**src/rtl/timer_pkg.sv**
```systemverilog
// Shared types and constants for the two-mode seconds timer.
package timer_pkg;

  typedef enum logic [1:0] {
    IDLE  = 2'd0,
    RUN   = 2'd1,
    PAUSE = 2'd2,
    DONE  = 2'd3
  } timer_state_e;

  localparam logic [7:0] SEC_MAX_BCD = 8'h59;
  localparam logic [3:0] UNITS_MAX   = 4'd9;
  localparam logic [3:0] TENS_MAX    = 4'd5;

endpackage

```
**src/rtl/bcd_sec_counter.sv**
```systemverilog
// Two-digit BCD seconds register counting 00..59; clr beats inc_en.
module bcd_sec_counter
  import timer_pkg::*;
(
  input  logic       clk,
  input  logic       rst,
  input  logic       inc_en,
  input  logic       clr,
  output logic [7:0] count,
  output logic       at_max
);

  logic [3:0] tens;
  logic [3:0] units;

  // NOTE: registers use non-blocking (<=) so every flop samples pre-edge values.
  always_ff @(posedge clk) begin
    if (rst || clr) begin
      tens  <= '0;
      units <= '0;
    end else if (inc_en) begin
      if (units == UNITS_MAX) begin
        units <= '0;
        tens  <= (tens == TENS_MAX) ? 4'd0 : tens + 4'd1;
      end else begin
        units <= units + 4'd1;
      end
    end
  end

  assign count  = {tens, units};
  // High when the next increment lands on the final second.
  assign at_max = (count == SEC_MAX_BCD - 8'd1);

endmodule

```
**src/rtl/timer_controller.sv**
```systemverilog
// Run/pause/clear sequencer: prescaler for the 1 s tick, FSM, and mode latch.
module timer_controller
  import timer_pkg::*;
#(
  parameter int CLK_DIV = 50_000_000,
  parameter int CNT_W   = $clog2(CLK_DIV) + 1
) (
  input  logic       clk,
  input  logic       rst,
  input  logic       StartStop,
  input  logic       Clear,
  input  logic       ModeIn,
  output logic [7:0] CountBCD,
  output logic       ModeSel,
  output logic       Running,
  output logic       Done,
  output logic       Tick
);

  localparam logic [CNT_W-1:0] PRESC_LAST = CNT_W'(CLK_DIV - 1);

  timer_state_e     state;
  timer_state_e     state_next;
  logic [CNT_W-1:0] presc;
  logic             tick_now;
  logic             at_max;

  // Clear outranks a pending tick, so the second is never applied on a clear edge.
  assign tick_now = (state == RUN) && (presc == PRESC_LAST) && !Clear;

  bcd_sec_counter u_counter (
    .clk    (clk),
    .rst    (rst),
    .inc_en (tick_now),
    .clr    (Clear),
    .count  (CountBCD),
    .at_max (at_max)
  );

  always_ff @(posedge clk) begin
    if (rst) state <= IDLE;
    else     state <= state_next;
  end

  // NOTE: state_next gets a default first so no path through the case infers a latch.
  always_comb begin
    state_next = state;
    if (Clear) begin
      state_next = IDLE;
    end else begin
      case (state)
        IDLE:    if (StartStop) state_next = RUN;
        RUN: begin
          if (tick_now && at_max) state_next = DONE;
          else if (StartStop)     state_next = PAUSE;
        end
        PAUSE:   if (StartStop) state_next = RUN;
        DONE:    state_next = DONE;
        default: state_next = IDLE;
      endcase
    end
  end

  always_comb begin
    Running = (state == RUN);
    Done    = (state == DONE);
  end

  // PAUSE and DONE leave the prescaler untouched so a resume continues mid-second.
  always_ff @(posedge clk) begin
    if (rst) begin
      presc   <= '0;
      Tick    <= 1'b0;
      ModeSel <= 1'b0;
    end else begin
      Tick <= tick_now;
      if (state == IDLE) ModeSel <= ModeIn;
      if (Clear || state == IDLE) begin
        presc <= '0;
      end else if (state == RUN) begin
        presc <= tick_now ? '0 : presc + CNT_W'(1);
      end
    end
  end

endmodule

```
**config.mk**
```make
export PLATFORM = sky130hd
export DESIGN_NAME = timer_controller
export DESIGN_NICKNAME = d
export VERILOG_FILES = /design/src/rtl/timer_pkg.sv /design/src/rtl/bcd_sec_counter.sv /design/src/rtl/timer_controller.sv
export SDC_FILE = /design/constraint.sdc
export NUM_CORES = 1
export LEC_CHECK = 0
export BUFFER_PORTS_ARGS = -buffer_cell sky130_fd_sc_hd__buf_2
export CAP_MARGIN = 20
export CORE_MARGIN = 2
export CORE_UTILIZATION = 57
export CTS_BUF_LIST = sky130_fd_sc_hd__clkbuf_4 sky130_fd_sc_hd__clkbuf_8
export DETAILED_ROUTE_END_ITERATION = 7
export PLACE_DENSITY = 0.84
export SLEW_MARGIN = 5
export SYNTH_ARGS = -nofsm -noshare
export SYNTH_HDL_FRONTEND = slang
export SYNTH_SLANG_ARGS = --single-unit
```
**constraint.sdc**
```tcl
create_clock -name clk -period 2.5 [get_ports clk]
set_clock_uncertainty 0.15 [all_clocks]
set_input_delay 0.5 -clock clk [delete_from_list [all_inputs] [get_ports clk]]
set_output_delay 0.5 -clock clk [all_outputs]
set_load 0.005 [all_outputs]
```
==> results of run 1 <==
-- flip-flops by register name (all words and copies together), names as in the netlist --
signal,cells
u_counter.tens,4
u_counter.units,4
Tick,1
state,2
presc,27
ModeSel,1
-- worst register-to-register path: stages (launching register included) --
cell and delay, ps:
dfxtp_1 420, nand3_2 150, or4_4 680, or4_1 540, a21oi_1 150
-- cells in the final DEF (no fill, tap or decap), drive strengths merged, types with 4 or more instances in the layout --
| cell | instances |
|---|---|
| dfxtp | 39 |
| buf | 20 |
| nand2 | 18 |
| nor2 | 17 |
| a21oi | 17 |
| o31ai | 10 |
| nand3 | 10 |
| o21ai | 10 |
| or4 | 9 |
| nand4 | 9 |
| inv | 8 |
| or3 | 8 |
| nor4 | 7 |
| xor2 | 6 |
| o41ai | 6 |
| clkbuf | 6 |
| xnor2 | 5 |
| o311ai | 4 |
| and4 | 4 |
-- power groups by stage --
stage                     clock network [mW]  logic, mW  registers [mW]
after floorplan                            0     0.0173           0.639
after global placement                     0     0.0252           0.641
after detailed placement                   0     0.0254           0.641
after CTS                              0.337     0.0254           0.626
after global routing                   0.361     0.0289           0.627
final                                  0.331     0.0253           0.627
-- logic make-up after synthesis --
logic type / count (synthesis)
fa+ha+maj: 1
flops: 39
buf+inv: 21
compound gates: 53
mux: 3
simple gates: 103
xor+xnor: 11
-- layer usage --
layer	up-vias	global-route usage, %	share of wire, %	routed length, um
li1	905	-	-	-
met1	837	31.51	51	2051
met2	35	33.38	44	1801
met3	4	5.405	4.0	163
met4	0	7.778	0.94	38
met5	-	0	0	0
-- layout make-up --
cell class                 instances  area [sq um]
clock buffer                       6         51.30
tap                               46         57.56
clock inverter                     1         5.005
sequential                        39         780.7
inverter                           8         30.03
timing repair buffer              20         110.1
multi-input combinational        171          1100
fill                             291          1202
-- path summary, 6_finish.rpt --
kind,from,endpoint,cells past startpoint
min reg2reg,ModeSel,ModeSel,2
max reg2reg,presc[3],presc[24],4
min,StartStop,state[0],2
max,presc[3],presc[24],4
==> impl_metrics.yaml, run 1 <==
floorplanning:
  dieArea_sq_um: 3958
  coreArea_sq_um: 3337
  die_w_um: 62.91
  io_pins: 17
  dieHeight_um: 62.91
  row_count: 21
  initial_core_util_pct: 59.28
synth:
  synth-seq-cells: 39
  synth_area_leaders: "dfxtp_1 39%, a21oi_1 4.3%, o31ai_1 3.8%"
  ys_seq_area_share_pct: 39.47
  synth.distinct_cells: 48
  synth.net_count: 237
  synthAdderAreaFrac_pct: 0.6325
  synth_xor_area_share_pct: 4.870
  async_flop_share_pct: 0
  synth_top_area_share_pct: 39.47
  syn_area_per_cell_sq_um: 8.563
  netlist_area_sq_um: 1978
  synth_mux_area_share_pct: 1.518
  synthCells: 231
  synth-compound-area-share_pct: 17.65
  yosysTopAreaCell: "dfxtp_1"
  synth_common_cells: "39 x dfxtp_1, 18 x nand2_1, 17 x a21oi_1, 17 x nor2_1"
  yosys_warnings: 0
  synthSimpleGateAreaFrac_pct: 30.93
  yosysMostFrequentCell: "dfxtp_1"
  synth_top_family_by_area: "simple AND/OR/NAND/NOR gates"
  ys.flop_type: "dfxtp_1"
  synth_edf_count: 0
cells_and_area:
  final_area_sq_um: 2135
  layout.nets: 251
  fin_cells: 291
  areaGrowthSynthToFinish_pct: 7.907
  drive_gt1_share_pct: 13.47
  fin_util_pct: 63.97
  insertedDiodeCount: 0
cts:
  numCtsBuffers: 5
  cts.path.max_buffers: 2
  root_buffer: "clkbuf_4"
  cts_tree: "done"
  worstSkewPairLatency_ps: 350
  htree_levels: 2
  cts.sinks: 39
  path_clk_slew_ps: 110
  hold_buffers: 0
  ctsResizeCount: 0
  cts_setup_buffers: 0
placement:
  dp.cells: 284
  place_area_sq_um: 2078
  dp_slack_ps: 392.3
  globalplace.congestion: 0.7989
  portBuffers: 16
  dp_hpwl_um: 2727
min_path:
  min_path_type: "primary input to flip-flop"
global_routing:
  grt_pass1_vias: 1641
  antenna_found_initial: 0
  track_usage_pct: 22.38
  grt_max_degree: 27
  grt_overflow: 0
  grt_pass1_wl_um: 7210
setup_path:
  end_kind: "flip-flop"
  path_delay_family: "simple AND/OR/NAND/NOR gates"
  slowest_stage: "or4_4"
  critPathBufInv: 0
  path_cells: "nand3_2 > or4_4 > or4_1 > a21oi_1"
  crit_type: "flip-flop to flip-flop"
  crit_required_ps: 2630
  crit_fanout: 25
  cp-start-kind: "flip-flop"
  crit_arrival_ps: 2290
  cpPeakStageDelay_ps: 680
  r2r_setup_slack_ps: 350
timing:
  finalSetupViolations: 0
  fmax_ghz: 0.4649
  worst_pin_slew_ps: 528.0
  period_needed_ps: 2151
  drv_slew: 0
  relSlewSlack_pct: 64.48
  hold_viol_final: 0
  setup_ws_ps: 348.9
  fin_crit_sh_pct: 86.04
  rsz0062_at_grt: "no"
  setup-tns-final_ps: 0
  whs_ps: 205.8
detailed_routing:
  ant_nets: 0
  viasPerCell: 6.120
  drt_iter0_drc: 110
  drc: 0
  wire_per_inst_um: 13.93
  vias: 1781
  drt-total-wl_um: 4054
  dr.pass1.iters: 4
pwr:
  p_int_uw: 763.7
  peakVddDrop_uv: 445.3
  leakagePower_nw: 0.6339
  p_clk_share_pct: 33.7
  seqPwrFrac_pct: 63.7
  power_switching_uw: 219.5
  swShare_pct: 22.33
  finalPower_uw: 983.2
  power_frac_comb_pct: 2.6
  power_density_nw_per_um2: 460.6
run_status:
  status: "finished, final reports clean"
flow_run:
  drv_cap: 0
No activity file was read; power rests on OpenSTA's default activity.
==> run 2, diff against run 1 <==
- CORE_MARGIN: 2 -> default
- GPL_ROUTABILITY_DRIVEN: default -> 0
- PLACE_DENSITY: 0.84 -> 0.74
==> run 2 against run 1 <==
Effect of this change:
- critical path depth did not move
- power fell by 3.4%
- critical endpoint unchanged
- die area fell by 6.3%
- final cell count rose by 0.34%
- register-to-register slack barely moved
- largest cell class unchanged
- first-iteration DRC count rose by 14%
- sequential power barely moved
==> impl_metrics.yaml, run 2 (synthesized netlist as in run 1, its figures left out) <==
setup_path:
  crit_fanout: 25
  crit_type: "flip-flop to flip-flop"
  r2r-end: "presc[24]"
  startpoint: "presc[3]"
  reg2reg_from: "presc[3]"
  cp-start-kind: "flip-flop"
  reg2reg_depth: 4
  crit_required_ps: 2630
  crit_arrival_ps: 2290
  end_kind: "flip-flop"
  r2r_setup_slack_ps: 350
cells_and_area:
  largest_reg_flops: 27
  layout.nets: 253
  fin_util_pct: 64.08
  layout_commonest_cell: "dfxtp_1"
  areaGrowthSynthToFinish_pct: 8.096
  multiInputGateArea_sq_um: 1100
  layout_common_cells: "39 x dfxtp_1, 18 x nand2_1, 17 x nor2_1, 17 x a21oi_1, 16 x buf_2"
  seqCellArea_sq_um: 780.7
  insertedDiodeCount: 0
  drive_gt1_share_pct: 13.82
  reg_top3: "presc (27), u_counter.tens (4), u_counter.units (4)"
  regMostFlops: "presc"
  fill_cells: 300
  final_area_sq_um: 2138
timing:
  rsz0062_at_grt: "no"
  drv_slew: 0
  fin_crit_sh_pct: 86.16
  finalSetupViolations: 0
  worst_pin_slew_ps: 599.9
  setup-tns-final_ps: 0
  hold_viol_final: 0
  fmax_ghz: 0.4642
  whs_ps: 225.7
  relSlewSlack_pct: 59.86
  period_needed_ps: 2154
floorplanning:
  coreArea_sq_um: 3337
  io_pins: 17
  dieHeight_um: 60.91
  row_count: 21
  initial_core_util_pct: 59.28
  dieArea_sq_um: 3710
  die_w_um: 60.91
detailed_routing:
  vias: 1785
  wire_per_inst_um: 14.24
  drt-total-wl_um: 4159
  ant_nets: 0
  viasPerCell: 6.113
  drt_iter0_drc: 125
  dr.pass1.iters: 4
  drc: 0
pwr:
  power_density_nw_per_um2: 444.3
  leakagePower_nw: 0.6370
  finalPower_uw: 950.0
  peakVddDrop_uv: 370.4
global_routing:
  track_usage_pct: 26.55
  antenna_found_initial: 0
  grt_overflow: 0
  grt_pass1_vias: 1594
  grt_pass1_wl_um: 7251
  grt_max_degree: 27
flow_run:
  drv_cap: 0
cts:
  cts_setup_buffers: 0
  root_buffer: "clkbuf_4"
  ctsResizeCount: 0
  htree_levels: 2
  worstSkewPairLatency_ps: 340
  cts_tree: "done"
  cts.path.max_buffers: 2
  numCtsBuffers: 5
  cts.sinks: 39
  hold_buffers: 0
  path_clk_slew_ps: 110
min_path:
  min_path_type: "primary input to flip-flop"
  min_delay_worst_endpoint: "state[0]"
  min_from: "StartStop"
  hold_path_depth: 2
run_status:
  status: "finished, final reports clean"
placement:
  place_area_sq_um: 2093
  dp_hpwl_um: 2867
  portBuffers: 16
==> run 2: cell types whose count changed in the layout (fill, tap and decap cells not counted), sizes merged <==
| cell | previous run | this run |
|---|---|---|
| buf | 20 | 22 |
| clkinv | 1 | 0 |
==> run 2: cell type report <==
class                   instances  share of cell area [%]
repair buffers                 22                   5.851
inverters                       8                   1.404
well taps                      46                   2.692
multi-input cells             171                   51.43
clock buffers                   6                   2.106
flip-flops and latches         39                   36.51
==> run 2: stage by stage <==
step | cells | setup slack [ps]
finish | 292 | 345.9
global route | 292 | 255.1
CTS | 292 | 345.4
detailed placement | 286 | 369.5
global placement | 286 | 407.1
floorplan | 231 | 508.2
==> run 2: worst max-delay path: stages, from the launching register on <==
cell,delay (ps)
dfxtp_1,430
nand3_2,150
or4_4,680
or4_1,540
a21oi_1,150
==> run 2: report_power, final <==
group	internal [mW]	switching [mW]
clock	0.111	0.187
combinational	0.00982	0.0157
sequential	0.623	0.00315
==> run 2: worst max-delay path by stage <==
stage,endpoint,slack [ps],depth (start not counted)
after floorplan,presc[23],510,6
after global placement,u_counter.tens[2],410,5
after detailed placement,u_counter.units[3],370,5
after CTS,presc[25],350,4
after global routing,presc[21],260,4
final,presc[24],350,4
==> run 2: layer usage <==
layer,wire length [um],global-route usage (%)
met1,2014,37.58
met2,1803,39.09
met3,264,6.823
met4,77,9.416
met5,0,0
